`src/rtl/uart_cmd_pkg.sv`:
```
// Shared definitions for the UART command path: ASCII constants, command and
// error encodings, and the parser state enumeration.
package uart_cmd_pkg;

    localparam logic [7:0] AsciiMoveUpper  = 8'h4D;  // 'M'
    localparam logic [7:0] AsciiMoveLower  = 8'h6D;  // 'm'
    localparam logic [7:0] AsciiNewUpper   = 8'h4E;  // 'N'
    localparam logic [7:0] AsciiNewLower   = 8'h6E;  // 'n'
    localparam logic [7:0] AsciiQueryUpper = 8'h51;  // 'Q'
    localparam logic [7:0] AsciiQueryLower = 8'h71;  // 'q'
    localparam logic [7:0] AsciiDigitLo    = 8'h30;  // '0'
    localparam logic [7:0] AsciiDigitHi    = 8'h32;  // '2'
    localparam logic [7:0] AsciiCr         = 8'h0D;
    localparam logic [7:0] AsciiLf         = 8'h0A;
    localparam logic [7:0] AsciiSpace      = 8'h20;

    typedef enum logic [1:0] {
        OpMove    = 2'b00,
        OpNewGame = 2'b01,
        OpQuery   = 2'b10
    } cmd_op_e;

    typedef enum logic [1:0] {
        ErrOverrun = 2'b00,
        ErrBadChar = 2'b01,
        ErrBadTerm = 2'b10,
        ErrTimeout = 2'b11
    } err_code_e;

    typedef enum logic [1:0] {
        StIdle    = 2'b00,
        StGetRow  = 2'b01,
        StGetCol  = 2'b10,
        StGetTerm = 2'b11
    } parser_state_e;

endpackage

```
`src/rtl/cmd_char_decode.sv`:
```
// Combinational classifier for one received byte of a command frame.
module cmd_char_decode
    import uart_cmd_pkg::*;
(
    input  logic [7:0] rx_byte,
    output logic       is_move,
    output logic       is_new,
    output logic       is_query,
    output logic       is_digit,
    output logic [1:0] digit_val,
    output logic       is_term,
    output logic       is_blank
);

    always_comb begin
        is_move   = (rx_byte == AsciiMoveUpper) || (rx_byte == AsciiMoveLower);
        is_new    = (rx_byte == AsciiNewUpper) || (rx_byte == AsciiNewLower);
        is_query  = (rx_byte == AsciiQueryUpper) || (rx_byte == AsciiQueryLower);
        is_digit  = (rx_byte >= AsciiDigitLo) && (rx_byte <= AsciiDigitHi);
        // '0'..'2' are 0x30..0x32, so the low bits are the value
        digit_val = rx_byte[1:0];
        is_term   = (rx_byte == AsciiCr) || (rx_byte == AsciiLf);
        is_blank  = is_term || (rx_byte == AsciiSpace);
    end

endmodule

```
`src/rtl/uart_cmd_parser.sv`:
```
// Assembles ASCII command frames from the UART byte strobe and hands decoded
// commands to the game controller over valid/ready, reporting dropped frames.
module uart_cmd_parser
    import uart_cmd_pkg::*;
#(
    parameter int unsigned TIMEOUT_CYCLES = 1000000,
    parameter int unsigned TO_W           = 20
) (
    input  logic       clk,
    input  logic       reset,
    input  logic [7:0] rx_data,
    input  logic       rx_valid,
    output logic       cmd_valid,
    input  logic       cmd_ready,
    output logic [1:0] cmd_op,
    output logic [1:0] cmd_row,
    output logic [1:0] cmd_col,
    output logic       err_pulse,
    output logic [1:0] err_code
);

    localparam logic [TO_W-1:0] ToLast = TO_W'(TIMEOUT_CYCLES - 1);

    parser_state_e   state_q, state_d;
    cmd_op_e         op_q, op_d;
    logic [1:0]      row_q, row_d;
    logic [1:0]      col_q, col_d;
    logic [TO_W-1:0] cnt_q, cnt_d;

    logic            cmd_valid_q, cmd_valid_d;
    cmd_op_e         cmd_op_q, cmd_op_d;
    logic [1:0]      cmd_row_q, cmd_row_d;
    logic [1:0]      cmd_col_q, cmd_col_d;
    logic            err_pulse_q, err_pulse_d;
    err_code_e       err_code_q, err_code_d;

    logic            is_move, is_new, is_query, is_digit, is_term, is_blank;
    logic [1:0]      digit_val;
    logic            timeout_hit;
    logic            frame_done;

    cmd_char_decode u_decode (
        .rx_byte  (rx_data),
        .is_move  (is_move),
        .is_new   (is_new),
        .is_query (is_query),
        .is_digit (is_digit),
        .digit_val(digit_val),
        .is_term  (is_term),
        .is_blank (is_blank)
    );

    // A byte arriving on the threshold clock takes priority over the timeout.
    assign timeout_hit = (state_q != StIdle) && !rx_valid && (cnt_q == ToLast);

    always_comb begin
        state_d     = state_q;
        op_d        = op_q;
        row_d       = row_q;
        col_d       = col_q;
        frame_done  = 1'b0;
        err_pulse_d = 1'b0;
        err_code_d  = err_code_q;

        if (rx_valid) begin
            case (state_q)
                StIdle: begin
                    if (is_move) begin
                        op_d    = OpMove;
                        state_d = StGetRow;
                    end else if (is_new || is_query) begin
                        op_d    = is_new ? OpNewGame : OpQuery;
                        row_d   = 2'd0;
                        col_d   = 2'd0;
                        state_d = StGetTerm;
                    end else if (!is_blank) begin
                        err_pulse_d = 1'b1;
                        err_code_d  = ErrBadChar;
                    end
                end
                StGetRow: begin
                    if (is_digit) begin
                        row_d   = digit_val;
                        state_d = StGetCol;
                    end else begin
                        err_pulse_d = 1'b1;
                        err_code_d  = ErrBadChar;
                        state_d     = StIdle;
                    end
                end
                StGetCol: begin
                    if (is_digit) begin
                        col_d   = digit_val;
                        state_d = StGetTerm;
                    end else begin
                        err_pulse_d = 1'b1;
                        err_code_d  = ErrBadChar;
                        state_d     = StIdle;
                    end
                end
                StGetTerm: begin
                    if (is_term) begin
                        frame_done = 1'b1;
                    end else begin
                        err_pulse_d = 1'b1;
                        err_code_d  = ErrBadTerm;
                    end
                    state_d = StIdle;
                end
                default: state_d = StIdle;
            endcase
        end else if (timeout_hit) begin
            err_pulse_d = 1'b1;
            err_code_d  = ErrTimeout;
            state_d     = StIdle;
        end
    end

    always_comb begin
        cnt_d = cnt_q + TO_W'(1);
        if (rx_valid || (state_q == StIdle) || timeout_hit) begin
            cnt_d = '0;
        end
    end

    // Output slot: a completed frame loads only if the slot is free this cycle.
    always_comb begin
        cmd_valid_d = cmd_valid_q && !cmd_ready;
        cmd_op_d    = cmd_op_q;
        cmd_row_d   = cmd_row_q;
        cmd_col_d   = cmd_col_q;
        if (frame_done) begin
            if (!cmd_valid_q || cmd_ready) begin
                cmd_valid_d = 1'b1;
                cmd_op_d    = op_q;
                cmd_row_d   = row_q;
                cmd_col_d   = col_q;
            end
        end
    end

    always_ff @(posedge clk) begin
        if (reset) begin
            state_q     <= StIdle;
            op_q        <= OpMove;
            row_q       <= 2'd0;
            col_q       <= 2'd0;
            cnt_q       <= '0;
            cmd_valid_q <= 1'b0;
            cmd_op_q    <= OpMove;
            cmd_row_q   <= 2'd0;
            cmd_col_q   <= 2'd0;
            err_pulse_q <= 1'b0;
            err_code_q  <= ErrOverrun;
        end else begin
            state_q     <= state_d;
            op_q        <= op_d;
            row_q       <= row_d;
            col_q       <= col_d;
            cnt_q       <= cnt_d;
            cmd_valid_q <= cmd_valid_d;
            cmd_op_q    <= cmd_op_d;
            cmd_row_q   <= cmd_row_d;
            cmd_col_q   <= cmd_col_d;
            if (frame_done && cmd_valid_q && !cmd_ready) begin
                err_pulse_q <= 1'b1;
                err_code_q  <= ErrOverrun;
            end else begin
                err_pulse_q <= err_pulse_d;
                err_code_q  <= err_code_d;
            end
        end
    end

    assign cmd_valid = cmd_valid_q;
    assign cmd_op    = cmd_op_q;
    assign cmd_row   = cmd_row_q;
    assign cmd_col   = cmd_col_q;
    assign err_pulse = err_pulse_q;
    assign err_code  = err_code_q;

endmodule
```
`config.mk`:
```
export PLATFORM = sky130hd
export DESIGN_NAME = uart_cmd_parser
export DESIGN_NICKNAME = d
export VERILOG_FILES = /design/src/rtl/uart_cmd_pkg.sv /design/src/rtl/cmd_char_decode.sv /design/src/rtl/uart_cmd_parser.sv
export SDC_FILE = /design/constraint.sdc
export NUM_CORES = 1
export LEC_CHECK = 0
export ABC_AREA = 1
export CAP_MARGIN = 20
export CORE_AREA = 2 2 55 109
export CTS_CLUSTER_DIAMETER = 200
export DETAILED_ROUTE_END_ITERATION = 7
export DIE_AREA = 0 0 57 111
export GPL_ROUTABILITY_DRIVEN = 0
export GPL_TIMING_DRIVEN = 0
export SYNTH_ARGS = -nofsm -noshare
export SYNTH_HDL_FRONTEND = slang
export SYNTH_HIERARCHICAL = 1
export SYNTH_SLANG_ARGS = --single-unit
```
`constraint.sdc`:
```
create_clock -name clk -period 1.4 [get_ports clk]
set_input_delay 0.21 -clock clk [delete_from_list [all_inputs] [get_ports clk]]
set_output_delay 0.21 -clock clk [all_outputs]
set_load 0.05 [all_outputs]
```
==> impl_metrics.ini <==
[global_routing]
grtUsageMet2_pct = 26.4
grt_max_degree = 13
grt_pass1_vias = 1948
grt_pass1_wl_um = 8260
grt_util_all_layers_pct = 16.0
busiest_layer = met2
use_met3_pct = 2.57
overflow = 0
grt_util_met1_pct = 20.4
antenna_found_initial = 0

[finish]
syn_to_final_growth_pct = 34.6
drive_gt1_share_pct = 31.5
nNetsFinal = 381
multi_input_area_mm2 = 0.00137
n_antenna_cell = 0
n_fill_cell = 555
layout.area.seq_um2 = 790

[drt]
wl_per_cell_um = 12.3
ant_nets = 0
num_vias = 2152
routed_wl_um = 5250
avgViaCountPerCell = 5.05
drt_iter0_drc = 36
drcViolationCount = 0
drtPass1Iterations = 4

[placed_design]
dpl.hpwl_um = 3610
dp_slack_ns = -0.593
io_buffers = 20

[sta]
tightest_slew_ns = 0.494
rsz0062_at_grt = true
fin_ws_ns = -0.0366
fin_worst_skew_ns = 0.00464
min_period_ns = 1.44
maxSlewViolCount = 0
relSlewSlack_pct = 67.2
setup_viol = 15
hold_viol = 0
holdWs_ns = 0.232
period_share_pct = 103
max_freq_mhz = 696
finalSetupTns_ns = -0.274

[worst_setup_path]
path_cells = nor4_4 > nand3_2 > o21bai_4 > buf_6 > nor2_1
cp_max_fo = 5
startpoint_type = flip-flop
r2r_cells = 5
end_kind = flip-flop
reg2reg_slack_ns = -0.04
criticalPathCategory = reg2reg
critPathArrivalTime_ns = 1.61
required_ns = 1.57
critical-path-max-stage-delay_ns = 0.36
critical-path-slowest-cell = dfxtp_4

[die]
rows = 39
die_area_mm2 = 0.00633
ios = 22
die_h_um = 111
fp.dieW_um = 57
start_util_pct = 38.8
core_area_mm2 = 0.00556

[power]
p_comb_share_pct = 12.7
power_frac_seq_pct = 43.3
p_int_mw = 1.92
p_total_mw = 2.56
p_sw_share_pct = 24.8
total_leakage_power_nw = 1.22
power.density_mw_per_mm2 = 879
power_frac_clock_pct = 44.0
vdd_drop_max_uv = 778
power.switching_uw = 635

[synth]
synth_seq_cells = 38
yosys_most_used_dff = dfxtp_1
ys_warn_count = 6
syn_nets = 342
seq_area_frac_synth_pct = 35.2
async_flop_share_pct = 0
synth-edff-count = 0
synth.distinct_cells = 30
synth_area_mm2 = 0.00216
synth_cells = 325
syn_avg_cell_area_um2 = 6.65

[cts]
cts_sinks = 38
numCtsBuffers = 5
clock_latency_ns = 0.28
cts_max_level = 2
cts_tree = yes
cts.reportedPaths.clkPinSlew_ns = 0.06
clockBufferDepth = 2
cts-root-buf = clkbuf_16

[run_status]
status = finished, violations left
violations = setup timing

[worst_hold_path]
hold_depth = 2
min_path_type = in2reg

[run]
cap_violations = 0
==> critical path: cells and delay by family, from the launching register on <==
family / cells / cell delay, ns
AOI/OAI and AO/OA: 1 / 0.27
DFF: 1 / 0.36
buffers and inverters: 1 / 0.18
and+or+nand+nor: 3 / 0.51
==> synthesized netlist by cell type (5+ instances only) <==
cell type / count / area, um^2
inv_1: 50 / 188
a21oi_1: 20 / 100
nand3_1: 23 / 115
nor3_1: 5 / 25.0
xor2_1: 6 / 52.6
o21ai_0: 15 / 75.1
nand4_1: 8 / 50.1
nand2_1: 70 / 263
ha_1: 5 / 62.6
inv_2: 5 / 18.8
dfxtp_1: 38 / 761
nor2_1: 55 / 206
==> power by group through the flow <==
| stage | Clock (mW) | Sequential (mW) | Combinational [mW] |
|---|---|---|---|
| 2_1_floorplan | 0 | 1.16 | 0.144 |
| 3_3_place_gp | 0 | 1.13 | 0.252 |
| 3_5_place_dp | 0 | 1.13 | 0.255 |
| 4_1_cts | 1.15 | 1.11 | 0.292 |
| 5_1_grt | 1.19 | 1.11 | 0.353 |
| 6_report | 1.12 | 1.11 | 0.325 |
==> kinds of logic after synthesis <==
family | share of synthesized area, %
XOR/XNOR | 3.24
adder cells (fa/ha/maj) | 2.90
AO/OA/AOI/OAI | 10.1
buffers and inverters | 11.0
flip-flops | 35.2
AND/OR/NAND/NOR | 37.6
==> cells in the final DEF (no fill, tap or decap), types with 11 or more instances in the layout <==
cell type,netlist,final
nand2_1,70,59
inv_1,50,41
nor2_1,55,37
dfxtp_1,38,23
nand3_1,23,20
dlygate4sd2_1,0,16
nor2_2,2,15
inv_2,5,12
a21oi_1,20,12
nand2_2,1,11
o21ai_0,15,11
dfxtp_2,0,11
buf_4,2,11
==> flip-flops by register name, indices dropped and copies added (netlist names) <==
signal and flops:
cnt_q 20, cmd_row 2, err_pulse 1, err_code 2
cmd_op 2, cmd_col 2, cmd_valid 1, op_q 2
col_q 2, row_q 2, state_q 2
==> metal layers <==
layer / part of all wire, % / vias up
met5: 0 / -
met4: 2.3 / 0
met3: 2.5 / 10
li1: - / 1106
met2: 50 / 37
met1: 45 / 999
==> stage by stage <==
stage                     utilization (%)  cells  instance area, um^2
final                                52.3    426                 2910
after global placement               43.9    406                 2440
after CTS                            49.3    422                 2740
after floorplan                         -    325                 2160
after detailed placement             43.9    406                 2440
after global routing                 52.3    426                 2910
==> area by class of cell <==
type / count / area share (%)
inverters: 55 / 7.27
plain buffers: 4 / 1.08
flip-flops and latches: 38 / 27.2
repair buffers: 32 / 9.42
clock inverters: 2 / 0.430
well taps: 61 / 2.62
clock buffers: 6 / 4.78
multi-input cells: 228 / 47.2
==> worst paths after layout <==
path / startpoint / endpoint
setup reg to reg: cnt_q[7]$_SDFF_PP0_ / cnt_q[12]$_SDFF_PP0_
hold / removal: reset / row_q[1]$_SDFFE_PP0P_
setup / recovery: cnt_q[7]$_SDFF_PP0_ / cnt_q[12]$_SDFF_PP0_
hold reg to reg: err_code[1]$_SDFFE_PP0P_ / err_code[1]$_SDFFE_PP0P_
==> timing repair <==
| item | CTS | global route |
|---|---|---|
| setup endpoints to repair | 46 | 35 |
| cloned | 1 | 0 |
| hold endpoints to repair | 0 | 0 |
| buffers inserted | 7 | 4 |
| hold buffers | 0 | 0 |
| gates resized for setup | 59 | 56 |
| pin swaps | 10 | 13 |
Note: power is estimated with default switching activity, not from simulation.
